File: config.mk
export PLATFORM = sky130hd
export DESIGN_NAME = counter_mod_n_updown_flat
export DESIGN_NICKNAME = d
export VERILOG_FILES = /design/src/rtl/counter_mod_n_updown_if.sv /design/src/rtl/counter_mod_n_updown.sv /design/src/flat_wrapper.sv
export SDC_FILE = /design/constraint.sdc
export NUM_CORES = 1
export LEC_CHECK = 0
export BUFFER_PORTS_ARGS = -buffer_cell sky130_fd_sc_hd__buf_2
export CAP_MARGIN = 40
export CORE_MARGIN = 2
export CORE_UTILIZATION = 40
export CTS_CLUSTER_SIZE = 12
export DETAILED_ROUTE_END_ITERATION = 10
export PLACE_DENSITY_LB_ADDON = 0.1
export SYNTH_ARGS = -nofsm -noshare
export SYNTH_HDL_FRONTEND = slang
export SYNTH_SLANG_ARGS = --single-unit
File: constraint.sdc
create_clock -name Clk -period 2.7 [get_ports Clk]
set_input_delay 0.27 -clock Clk [delete_from_list [all_inputs] [get_ports Clk]]
set_output_delay 0.27 -clock Clk [all_outputs]
set_load 0.03 [all_outputs]
File: src/rtl/counter_mod_n_updown_if.sv
`default_nettype none
// ============================================================================
//  Module      : counter_mod_n_updown_if
//  Description : Control/status bundle for counter_mod_n_updown.
//                master : the side that drives En/Up/Sat/Load/Load_Val and
//                         observes Count/Tc/Load_Err/Wraps.
//                slave  : the counter itself.
//                With COUNTER_OVF_STICKY_EN defined, the bundle also carries
//                Ovf_Clr (master -> slave) and Ovf (slave -> master).
//  Revision    : 1.0 - initial release
// ============================================================================
interface counter_mod_n_updown_if #(
    parameter int WIDTH  = 4,
    parameter int WRAP_W = 8
) ();
    logic              En;
    logic              Up;
    logic              Sat;
    logic              Load;
    logic [WIDTH-1:0]  Load_Val;
    logic [WIDTH-1:0]  Count;
    logic              Tc;
    logic              Load_Err;
    logic [WRAP_W-1:0] Wraps;
`ifdef COUNTER_OVF_STICKY_EN
    logic              Ovf_Clr;
    logic              Ovf;
`endif

    modport master (
        output En, Up, Sat, Load, Load_Val,
`ifdef COUNTER_OVF_STICKY_EN
        output Ovf_Clr,
        input  Ovf,
`endif
        input  Count, Tc, Load_Err, Wraps
    );

    modport slave (
        input  En, Up, Sat, Load, Load_Val,
`ifdef COUNTER_OVF_STICKY_EN
        input  Ovf_Clr,
        output Ovf,
`endif
        output Count, Tc, Load_Err, Wraps
    );
endinterface
`default_nettype wire

File: src/rtl/counter_mod_n_updown.sv
`default_nettype none
// ============================================================================
//  Module      : counter_mod_n_updown
//  Description : Synchronous modulo-MODULUS up/down counter with enable,
//                parallel load, wrap/saturate mode, registered terminal-count
//                pulse, out-of-range load flag and saturating wrap counter.
//  Ports       : Clk      - rising-edge clock
//                Reset    - synchronous, active-high reset
//                bus      - counter_mod_n_updown_if.slave
//                           in : En, Up, Sat, Load, Load_Val [, Ovf_Clr]
//                           out: Count, Tc, Load_Err, Wraps [, Ovf]
//  Parameters  : WIDTH   - Count/Load_Val width (2**WIDTH >= MODULUS)
//                MODULUS - count range 0..MODULUS-1 (>= 2)
//                WRAP_W  - Wraps width
//  Options     : COUNTER_OVF_STICKY_EN - adds sticky Ovf flag set when a wrap
//                occurs while Wraps is already saturated, cleared by Ovf_Clr.
//  Revision    : 1.0 - initial release
// ============================================================================
module counter_mod_n_updown #(
    parameter int WIDTH   = 4,
    parameter int MODULUS = 16,
    parameter int WRAP_W  = 8
) (
    input  wire logic               Clk,
    input  wire logic               Reset,
    counter_mod_n_updown_if.slave   bus
);

    // Top of range; explicit compare is used even when MODULUS == 2**WIDTH.
    localparam logic [WIDTH-1:0]  c_top      = WIDTH'(MODULUS - 1);
    // MODULUS held one bit wider so the range check is valid at MODULUS == 2**WIDTH.
    localparam logic [WIDTH:0]    c_mod_ext  = (WIDTH+1)'(MODULUS);
    localparam logic [WRAP_W-1:0] c_wrap_max = '1;

    logic [WIDTH-1:0]  r_count;
    logic              r_tc;
    logic              r_load_err;
    logic [WRAP_W-1:0] r_wraps;

    logic [WIDTH-1:0]  w_count_next;
    logic              w_tc_next;
    logic              w_err_next;
    logic              w_wrap_evt;
    logic              w_load_oor;

    assign w_load_oor = ({1'b0, bus.Load_Val} >= c_mod_ext);

    // Load beats a step; Tc and Load_Err default low so both are single-cycle
    // unless the same condition recurs on the following edge.
    always_comb begin
        w_count_next = r_count;
        w_tc_next    = 1'b0;
        w_err_next   = 1'b0;
        w_wrap_evt   = 1'b0;
        if (bus.Load) begin
            if (w_load_oor) begin
                w_count_next = c_top;
                w_err_next   = 1'b1;
            end else begin
                w_count_next = bus.Load_Val;
            end
        end else if (bus.En) begin
            if (bus.Up) begin
                if (r_count == c_top) begin
                    w_tc_next = 1'b1;
                    if (!bus.Sat) begin
                        w_count_next = '0;
                        w_wrap_evt   = 1'b1;
                    end
                end else begin
                    w_count_next = r_count + 1'b1;
                end
            end else begin
                if (r_count == '0) begin
                    w_tc_next = 1'b1;
                    if (!bus.Sat) begin
                        w_count_next = c_top;
                        w_wrap_evt   = 1'b1;
                    end
                end else begin
                    w_count_next = r_count - 1'b1;
                end
            end
        end
    end

    always_ff @(posedge Clk) begin
        if (Reset) begin
            r_count    <= '0;
            r_tc       <= 1'b0;
            r_load_err <= 1'b0;
            r_wraps    <= '0;
        end else begin
            r_count    <= w_count_next;
            r_tc       <= w_tc_next;
            r_load_err <= w_err_next;
            if (w_wrap_evt && (r_wraps != c_wrap_max)) begin
                r_wraps <= r_wraps + 1'b1;
            end
        end
    end

`ifdef COUNTER_OVF_STICKY_EN
    logic r_ovf;

    // A new overflow takes precedence over a coincident clear.
    always_ff @(posedge Clk) begin
        if (Reset) begin
            r_ovf <= 1'b0;
        end else if (w_wrap_evt && (r_wraps == c_wrap_max)) begin
            r_ovf <= 1'b1;
        end else if (bus.Ovf_Clr) begin
            r_ovf <= 1'b0;
        end
    end

    assign bus.Ovf = r_ovf;
`endif

    assign bus.Count    = r_count;
    assign bus.Tc       = r_tc;
    assign bus.Load_Err = r_load_err;
    assign bus.Wraps    = r_wraps;

endmodule
`default_nettype wire

File: src/flat_wrapper.sv
// flat-port wrapper written by rule: the top's interface ports become plain ports
module counter_mod_n_updown_flat 
#(
    parameter int WIDTH   = 4,
    parameter int MODULUS = 16,
    parameter int WRAP_W  = 8
)
  (Clk, Reset, bus_En, bus_Up, bus_Sat, bus_Load, bus_Load_Val, bus_Count, bus_Tc, bus_Load_Err, bus_Wraps);
  counter_mod_n_updown_if #(.WIDTH(WIDTH), .WRAP_W(WRAP_W)) bus_i ();
  input  wire logic Clk;
  input  wire logic Reset;
  input wire logic [$bits(bus_i.En)-1:0] bus_En;
  input wire logic [$bits(bus_i.Up)-1:0] bus_Up;
  input wire logic [$bits(bus_i.Sat)-1:0] bus_Sat;
  input wire logic [$bits(bus_i.Load)-1:0] bus_Load;
  input wire logic [$bits(bus_i.Load_Val)-1:0] bus_Load_Val;
  output wire logic [$bits(bus_i.Count)-1:0] bus_Count;
  output wire logic [$bits(bus_i.Tc)-1:0] bus_Tc;
  output wire logic [$bits(bus_i.Load_Err)-1:0] bus_Load_Err;
  output wire logic [$bits(bus_i.Wraps)-1:0] bus_Wraps;
  assign bus_i.En = bus_En;
  assign bus_i.Up = bus_Up;
  assign bus_i.Sat = bus_Sat;
  assign bus_i.Load = bus_Load;
  assign bus_i.Load_Val = bus_Load_Val;
  assign bus_Count = bus_i.Count;
  assign bus_Tc = bus_i.Tc;
  assign bus_Load_Err = bus_i.Load_Err;
  assign bus_Wraps = bus_i.Wraps;
  counter_mod_n_updown #(.WIDTH(WIDTH), .MODULUS(MODULUS), .WRAP_W(WRAP_W)) u_core (.Clk(Clk), .Reset(Reset), .bus(bus_i));
endmodule
==> metrics.yaml, run 1 <==
clocking:
  h-tree-depth: 1
  path_clk_slew_ns: 0.10
  clk_latency_ns: 0.28
  cts_buffers: 3
  cts_buffer_depth: 2
  cts.hold.buffers_added: 0
  cts_sinks: 13
  root_buffer: "clkbuf_4"
  cts_resized: 0
  tritoncts: "built"
  cts_setup_buffers: 0
power_and_ir_drop:
  leakage_nw: 0.414
  pwr_density_cell_mw_per_mm2: 421
  ir_drop_v: 0.000243
drt:
  antenna_left: 0
  wirelength_mm: 1.92
  avgRoutedWirePerCell_um: 12.8
  dr.pass1.iters: 4
  drcViolationCount: 0
  vias: 829
  via_per_inst: 5.53
  dr.first_iter.drc_count: 19
sta:
  final_max_slew_viol_count: 0
  tns_ns: 0
  tightestPinTransition_ns: 0.496
  setup_viol: 0
  timing_hold_violations_final: 0
  layout_min_cycle_time_ns: 2.07
  rsz0062_at_grt: "false"
  fmax_mhz: 484
  fin_skew_ns: 0.00889
  maxSlewHeadroom: 0.666
  fin_ws_ns: 0.635
  fin_crit_sh: 0.765
floorplan:
  ios: 24
  die-width_um: 51.3
  fp-row-count: 17
  die_area_mm2: 0.00263
  die_y_um: 51.3
  core_mm2: 0.00217
  initial_utilization: 0.412
synth:
  syn-cell-area_um2: 893
  syn_inst: 102
  yosysUniqueCellTypes: 42
  yosysTopAreaCell: "dfxtp_1"
  syn_nets: 115
  yosys_register_bits: 13
  synth_top_area_frac: 0.291
  ys_async_sr_fraction: 0
  synth_area_leaders: "dfxtp_1, o21ai_0, clkbuf_8, a21oi_1, ha_1"
  synth_edf_count: 0
  yosysSeqAreaShare: 0.291
  synthFlopType: "dfxtp_1"
  postSynthAreaPerCell_um2: 8.76
  synth_warnings: 0
setup_path:
  r2r_cells: 6
  end_kind: "register"
  crit_path_end: "u_core.bus.Wraps[4]$_SDFFE_PP0P_"
  cp.arrival_ns: 2.28
  crit_path_max_fanout: 15
  critPathKind: "reg2reg"
  reg2reg_to: "u_core.bus.Wraps[4]$_SDFFE_PP0P_"
  cp_data_required_time_ns: 2.92
  cp-startpoint: "u_core.bus.Count[0]$_SDFFE_PP0P_"
  critPathLaunchType: "register"
  r2r-start: "u_core.bus.Count[0]$_SDFFE_PP0P_"
  ff2ff_setup_slack_ns: 0.63
global_routing:
  track_usage: 0.165
  grt_pass1_vias: 728
  antenna_found_initial: 0
  grt_first_pass_wirelength_mm: 3.34
  grt-ovfl-total: 0
  grt_max_degree: 16
finish:
  diodes: 0
  fin_nets: 136
  fin_cells: 150
  area_delta_synth_final_pct: 11.5
  drive_above_1_share: 0.295
place:
  gp_congestion: 0.816
  dp_slack_ns: 0.666
  port_buffers: 22
  dpl.hpwl_mm: 1.46
  dp.cells: 146
outcome:
  status: "finished, final reports clean"
run:
  drv_cap: 0
worst_hold_path:
  worstHoldPathType: "in2reg"
## cell type report
type / instances / area, um2
Fill cell: 246 / 1170
Timing Repair Buffer: 22 / 110
Inverter: 9 / 33.8
Clock buffer: 3 / 22.5
Multi-Input combinational cell: 74 / 529
Clock inverter: 1 / 5.00
Tap cell: 28 / 35.0
Sequential cell: 13 / 260
## worst min path at each step
stage / end / slack [ns] / cells past startpoint / startpoint
final: u_core.bus.Count[1]$_SDFFE_PP0P_ / 0.25 / 3 / bus_Load_Val[1]
after global routing: u_core.bus.Count[1]$_SDFFE_PP0P_ / 0.24 / 3 / bus_Load_Val[1]
after CTS: u_core.bus.Count[1]$_SDFFE_PP0P_ / 0.25 / 3 / bus_Load_Val[1]
after detailed placement: u_core.bus.Wraps[7]$_SDFFE_PP0P_ / 0.50 / 2 / u_core.bus.Wraps[7]$_SDFFE_PP0P_
after global placement: u_core.bus.Wraps[1]$_SDFFE_PP0P_ / 0.50 / 2 / u_core.bus.Wraps[1]$_SDFFE_PP0P_
after floorplan: u_core.bus.Count[1]$_SDFFE_PP0P_ / 0.42 / 2 / bus_Load_Val[1]
## per-stage QoR
step	hold slack [ns]	util	area [um2]	total power, mW
floorplan	0.418	-	893	0.281
global placement	0.498	0.446	968	0.297
detailed placement	0.500	0.446	968	0.297
CTS	0.247	0.459	996	0.422
global route	0.243	0.459	996	0.443
finish	0.246	0.459	996	0.420
## sequential cells by signal (all words and copies together) (netlist names)
signal	count
u_core.bus.Tc	1
u_core.bus.Count	4
u_core.bus.Wraps	8
## worst max-delay path, cell delays in order (launching register included)
cell       delay [ns]
dfxtp_1          0.39
inv_1            0.12
ha_1             0.18
nor4b_4          0.35
o2111ai_4        0.26
or4_1            0.55
a21oi_1          0.15
## logic make-up (layout without fill, tap and decap cells)
logic type / count (synthesis) / count (layout) / share of synthesized area
compound gates: 34 / 34 / 0.270
xor+xnor: 1 / 1 / 0.00981
fa+ha+maj: 3 / 3 / 0.0420
buf+inv: 15 / 35 / 0.116
flops: 13 / 13 / 0.291
mux: 2 / 2 / 0.0252
other cells: 1 / 1 / 0.00420
simple gates: 33 / 33 / 0.241
## synth_stat cells (2+ instances only)
master    count
ha_1          3
nor2_1        4
nand2_1       3
o21ai_0       9
nor3_1        4
dfxtp_1      13
clkbuf_8      3
or4_1         2
o31ai_1       3
or3_2         2
nor4_1        2
nand3_1       3
and3_1        3
mux2_2        2
inv_1         9
a31oi_1       2
a21oi_1       8
nand4_1       2
and4_2        2
## report_power, final
part           internal (mW)  switching [mW]
Combinational         0.0345          0.0487
Sequential             0.198          0.0116
Clock                 0.0549          0.0723
## per-layer routing
| layer | wire (um) | track usage | part of all wire |
|---|---|---|---|
| met2 | 854 | 0.236 | 0.44 |
| met1 | 968 | 0.246 | 0.50 |
| met4 | 12 | 0.0658 | 0.0062 |
| met5 | 0 | 0 | 0 |
| met3 | 86 | 0.0263 | 0.045 |
## layout by cell type, fill, tap and decap left out, types with 2 or more instances in the layout
cell and count:
a21oi_1 8, a31oi_1 2, and3_1 3, and4_2 2, buf_2 22, clkbuf_4 3
dfxtp_1 13, ha_1 3, inv_1 9, mux2_2 2, nand2_1 3, nand3_1 3
nand4_1 2, nor2_1 4, nor3_1 4, nor4_1 2, o21ai_0 9, o31ai_1 3
or3_2 2, or4_1 2
Power figures use the tool's default switching activity.
==> run 2, diff against run 1 <==
- clock period: 2.7 -> 1.81 ns (I/O delays scaled with it)
==> run 2 against run 1 <==
Sequential cell count stayed put. Power is 61% higher. Sequential share of layout area is 2.9 points lower. Fmax is 16% higher.
==> metrics.yaml, run 2 (same netlist as run 1, synthesis figures left out) <==
finish:
  final_common_cell: "buf_2"
  area_delta_synth_final_pct: 30.3
  diodes: 0  # unchanged
  drive_above_1_share: 0.470  # +0.175
  largest_reg_flops: 8  # unchanged
  final_util: 0.536  # +0.0773
  final_cell_mix: "buf_2, buf_4, o21ai_0, dfxtp_1, inv_1"
  fin_nets: 148  # +8.8%
sta:
  rsz0062_at_grt: "true"
  fmax_mhz: 561  # +16%
  final_max_slew_viol_count: 0  # unchanged
  layout_min_cycle_time_ns: 1.78  # -0.282 ns
  fin_ws_ns: 0.0270  # -0.608 ns
  tightestPinTransition_ns: 0.509  # +0.0136 ns
  timing_hold_violations_final: 0  # unchanged
  whs_ns: 0.155  # -0.0906 ns
  setup_viol: 0  # unchanged
  fin_skew_ns: 0.00186  # -0.00703 ns
  fin_crit_sh: 0.985  # +0.220
  tns_ns: 0  # unchanged
  maxSlewHeadroom: 0.657  # -0.00916
drt:
  dr.first_iter.drc_count: 16  # -3
  drcViolationCount: 0  # unchanged
  vias: 911  # +9.9%
  antenna_left: 0  # unchanged
  avgRoutedWirePerCell_um: 13.7  # +6.8%
  wirelength_mm: 2.22  # +15%
  dr.pass1.iters: 4  # unchanged
  via_per_inst: 5.62  # +1.8%
setup_path:
  critPathKind: "reg2reg"
  cp_slowest_cell: "or4_1"
  cp_data_required_time_ns: 2.03  # -0.89 ns
  critPathLaunchType: "register"
  end_kind: "register"
  critical-path-max-stage-delay_ns: 0.50  # -0.05 ns
  cp-startpoint: "u_core.bus.Count[1]$_SDFFE_PP0P_"
  r2r-start: "u_core.bus.Count[1]$_SDFFE_PP0P_"
  crit_path_max_fanout: 5  # -10
  cp.arrival_ns: 2.01  # -0.27 ns
  crit_chain: "inv_4, ha_4, nor4b_4, o2111ai_4, or4_1, a21oi_1"
  r2r_cells: 6  # unchanged
power_and_ir_drop:
  cellInternalPower_mw: 0.457  # +59%
  pwr_density_cell_mw_per_mm2: 579  # +38%
  clockPowerShare: 0.283  # -0.020
  p_comb_frac: 0.254  # +0.056
  ir_drop_v: 0.000459  # +89%
  switchingPower_mw: 0.217  # +64%
  leakage_nw: 0.477  # +15%
  seqPwrFrac: 0.464  # -0.035
  p_sw_frac: 0.322  # +0.00608
  total_power_mw: 0.674  # +61%
global_routing:
  antenna_found_initial: 0  # unchanged
  grt-ovfl-total: 0  # unchanged
  grt_first_pass_wirelength_mm: 3.42  # +2.5%
  track_usage: 0.173  # +0.00786
  grt_max_degree: 13  # -3
  grt_pass1_vias: 783  # +7.6%
run:
  drv_cap: 0  # unchanged
outcome:
  status: "finished, final reports clean"
clocking:
  cts_buffer_depth: 2  # unchanged
  tritoncts: "built"
  h-tree-depth: 1  # unchanged
  root_buffer: "clkbuf_4"
  cts_buffers: 3  # unchanged
  clk_latency_ns: 0.28  # about the same
  cts_sinks: 13  # unchanged
  path_clk_slew_ns: 0.09  # about the same
floorplan:
  core_mm2: 0.00217  # unchanged
  initial_utilization: 0.412  # unchanged
  die-width_um: 51.3  # unchanged
  die_area_mm2: 0.00263  # unchanged
  ios: 24  # unchanged
  fp-row-count: 17  # unchanged
  die_y_um: 51.3  # unchanged
worst_hold_path:
  whs_path_depth: 3  # unchanged
  hp-start: "bus_Load_Val[1]"
  worstHoldPathType: "in2reg"
place:
  gp_congestion: 0.861  # +5.4%
  port_buffers: 22  # unchanged
  dpl.hpwl_mm: 1.58  # +8.5%
  dp_slack_ns: -0.0316  # -0.697 ns
run 2: stage by stage:
stage	cell area [um2]	std cells
3_5_place_dp	1050	156
5_1_grt	1160	162
6_report	1160	162
2_1_floorplan	903	102
3_3_place_gp	1050	156
4_1_cts	1100	161
run 2: what timing repair did:
item | CTS | global route
gates cloned | 0 | 1
hold buffers | 0 | 0
gates resized for setup | 2 | 14
buffers inserted | 1 | 0
setup endpoints to repair | 4 | 10
pin swaps | 0 | 8
hold endpoints to repair | 0 | 0
run 2: power by group through the flow:
| stage | combinational (mW) | sequential [mW] | clock [mW] |
|---|---|---|---|
| after global routing | 0.185 | 0.314 | 0.207 |
| final | 0.171 | 0.312 | 0.191 |
| after floorplan | 0.0865 | 0.333 | 0 |
| after CTS | 0.153 | 0.310 | 0.194 |
| after detailed placement | 0.150 | 0.316 | 0 |
| after global placement | 0.148 | 0.316 | 0 |
run 2: worst max-delay path: cells and delay by family (launching register included):
family	cells	cell delay [ns]
fa+ha+maj	1	0.13
flops	1	0.37
simple gates	2	0.82
compound gates	2	0.34
buf+inv	1	0.06
run 2: layout make-up:
| type | instances | area (um2) |
|---|---|---|
| inverters | 9 | 38.8 |
| multi-input cells | 75 | 596 |
| repair buffers | 33 | 196 |
| fillers | 225 | 1010 |
| well taps | 28 | 35.0 |
| clock buffers | 3 | 22.5 |
| flip-flops and latches | 13 | 270 |
| clock inverters | 1 | 5.00 |
run 2: per-layer routing:
| metal | share of wire | wire length, um | GRT usage | vias up |
|---|---|---|---|---|
| met5 | 0 | 0 | 0 | - |
| met2 | 0.43 | 954 | 0.247 | 16 |
| li1 | - | - | - | 455 |
| met1 | 0.51 | 1140 | 0.238 | 434 |
| met4 | 0.026 | 57 | 0.114 | 0 |
| met3 | 0.029 | 65 | 0.0292 | 6 |
run 2: final timing paths:
path | end | slack [ns]
max | u_core.bus.Wraps[7]$_SDFFE_PP0P_ | 0.03
min | u_core.bus.Count[1]$_SDFFE_PP0P_ | 0.16
max reg2reg | u_core.bus.Wraps[7]$_SDFFE_PP0P_ | 0.03
min reg2reg | u_core.bus.Wraps[1]$_SDFFE_PP0P_ | 0.52
==> run 3, diff against run 2 <==
==> constraint.sdc (replaced) <==
create_clock -name Clk -period 1.81 [get_ports Clk]
set_input_delay 0.543 -clock Clk [delete_from_list [all_inputs] [get_ports Clk]]
set_output_delay 0.543 -clock Clk [all_outputs]
set_load 0.03 [all_outputs]
==> run 3 against run 2 <==
Final area is 0.86% lower. Global-route usage is 0.81 points higher. Setup slack better by 0.0067 ns. Combinational power is 4% higher. Critical path depth is 1 higher. Clock-buffer cell count is 1 higher. First-iteration DRC count stayed put. Non-clock buffer count is 5 higher. Routed wire length is 1.3% lower. Highest routed layer unchanged.
==> metrics.yaml, run 3 (same netlist as run 1, synthesis figures left out) <==
place:
  dpl.hpwl_mm: 1.70  # +7.5%
  gp_congestion: 0.877  # +1.9%
  dp_slack_ns: -0.0864  # -0.0548 ns
  port_buffers: 22  # unchanged
sta:
  fin_ws_ns: 0.0336  # +0.00669 ns
  maxSlewHeadroom: 0.663  # +0.00640
  fin_skew_ns: 0.00749  # +0.00563 ns
  rsz0062_at_grt: "true"
  setup_viol: 0  # unchanged
  fmax_mhz: 563  # +0.38%
  layout_min_cycle_time_ns: 1.78  # -0.00669 ns
  fin_crit_sh: 0.981  # -0.00370
  timing_hold_violations_final: 0  # unchanged
  tightestPinTransition_ns: 0.500  # -0.00950 ns
  final_max_slew_viol_count: 0  # unchanged
setup_path:
  reg2reg_to: "u_core.bus.Wraps[1]$_SDFFE_PP0P_"
  end_kind: "register"
  cp.arrival_ns: 1.99  # -0.02 ns
  critPathKind: "reg2reg"
  r2r_cells: 7  # +1
  r2r-start: "u_core.bus.Count[0]$_SDFFE_PP0P_"
  ff2ff_setup_slack_ns: 0.03  # about the same
  critPathLaunchType: "register"
  crit_path_max_fanout: 8  # +3
  cp_data_required_time_ns: 2.02  # about the same
run:
  drv_cap: 0  # unchanged
finish:
  fin_nets: 152  # +2.7%
  regArea_um2: 265  # -1.9%
  drive_above_1_share: 0.435  # -0.0354
  final_util: 0.532  # -0.00461
  final_common_cell: "buf_2"
  area_delta_synth_final_pct: 29.1
  final_cell_mix: "buf_2, buf_4, dfxtp_1"
  largest_reg_flops: 8  # unchanged
  diodes: 0  # unchanged
  multi_input_area_um2: 557  # -6.5%
  n_fill_cell: 227  # +0.89%
power_and_ir_drop:
  ir_drop_v: 0.000382  # -17%
  p_sw_frac: 0.301  # -0.0212
  seqPwrFrac: 0.459  # -0.005
  p_comb_frac: 0.267  # +0.013
  pwr_density_cell_mw_per_mm2: 579  # about the same
  clockPowerShare: 0.274  # -0.009
  cellInternalPower_mw: 0.467  # +2.1%
  leakage_nw: 0.493  # +3.2%
  switchingPower_mw: 0.201  # -7.5%
clocking:
  cts_buffers: 3  # unchanged
  path_clk_slew_ns: 0.09  # about the same
  tritoncts: "built"
  cts.hold.buffers_added: 0  # unchanged
  cts_buffer_depth: 2  # unchanged
  h-tree-depth: 1  # unchanged
  cts_sinks: 13  # unchanged
  clk_latency_ns: 0.28  # about the same
  root_buffer: "clkbuf_4"
outcome:
  status: "finished, final reports clean"
global_routing:
  antenna_found_initial: 0  # unchanged
  grt_max_degree: 11  # -2
  track_usage: 0.181  # +0.00807
  grt-ovfl-total: 0  # unchanged
  grt_first_pass_wirelength_mm: 3.55  # +3.6%
  grt_pass1_vias: 806  # +2.9%
floorplan:
  core_mm2: 0.00217  # unchanged
  initial_utilization: 0.412  # unchanged
  die_y_um: 51.3  # unchanged
  fp-row-count: 17  # unchanged
  die_area_mm2: 0.00263  # unchanged
  ios: 24  # unchanged
  die-width_um: 51.3  # unchanged
worst_hold_path:
  hold_end: "u_core.bus.Count[1]$_SDFFE_PP0P_"
  hp-start: "Reset"
  worstHoldPathType: "in2reg"
  whs_path_depth: 2  # -1
drt:
  dr.first_iter.drc_count: 16  # unchanged
  avgRoutedWirePerCell_um: 13.2  # -3.6%
  via_per_inst: 5.43  # -3.5%
  wirelength_mm: 2.19  # -1.3%
  dr.pass1.iters: 4  # unchanged
  drcViolationCount: 0  # unchanged
  vias: 901  # -1.1%
  antenna_left: 0  # unchanged
-- run 3: what timing repair did --
action	CTS	global route
hold endpoints to repair	0	0
resized for setup	0	11
endpoints found under the setup margin	0	9
buffers inserted	0	1
-- run 3: area by class of cell --
class	instances	area share
timing repair buffer	38	0.203
inverter	9	0.0315
sequential	13	0.230
clock buffer	4	0.0228
multi-input combinational	74	0.483
tap	28	0.0304
-- run 3: metal layers --
layer | track usage | vias up | share of wire
met2 | 0.327 | 17 | 0.52
met1 | 0.201 | 423 | 0.43
met5 | 0 | - | 0
met4 | 0.0921 | 0 | 0.013
met3 | 0.0351 | 4 | 0.037
li1 | - | 457 | -
-- run 3: power by group through the flow --
stage | sequential, mW | combinational, mW | clock (mW)
4_1_cts | 0.305 | 0.167 | 0.188
6_report | 0.306 | 0.178 | 0.183
5_1_grt | 0.308 | 0.195 | 0.208
2_1_floorplan | 0.333 | 0.0886 | 0
3_3_place_gp | 0.312 | 0.165 | 0
3_5_place_dp | 0.312 | 0.166 | 0
-- run 3: worst max-delay path by stage --
stage / startpoint / end / slack, ns / depth (start not counted)
3_5_place_dp: bus_Up / u_core.bus.Wraps[5]$_SDFFE_PP0P_ / -0.09 / 5
3_3_place_gp: bus_Up / u_core.bus.Count[2]$_SDFFE_PP0P_ / -0.05 / 6
6_report: u_core.bus.Count[0]$_SDFFE_PP0P_ / u_core.bus.Wraps[1]$_SDFFE_PP0P_ / 0.03 / 7
5_1_grt: u_core.bus.Count[0]$_SDFFE_PP0P_ / u_core.bus.Wraps[1]$_SDFFE_PP0P_ / -0.07 / 7
4_1_cts: u_core.bus.Count[1]$_SDFFE_PP0P_ / u_core.bus.Wraps[5]$_SDFFE_PP0P_ / 0.02 / 6
2_1_floorplan: bus_Up / u_core.bus.Wraps[7]$_SDFFE_PP0P_ / -0.05 / 5
-- run 3: worst max-delay path: stages (launching register included) --
cell and delay [ns]:
dfxtp_2 0.34, inv_2 0.08, ha_4 0.14, nor4b_4 0.26, o2111ai_4 0.23, buf_6 0.18, or3b_4 0.36, a21oi_2 0.13
-- run 3: metrics by stage --
step                TNS [ns]  power (mW)  hold slack, ns  area [um2]  std cells
global route          -0.182       0.711           0.481        1150        166
CTS                        0       0.660           0.472        1110        165
global placement      -0.306       0.477           0.501        1080        161
detailed placement    -0.511       0.478           0.515        1080        161
floorplan             -0.120       0.422           0.623         905        102
finish                     0       0.668           0.478        1150        166
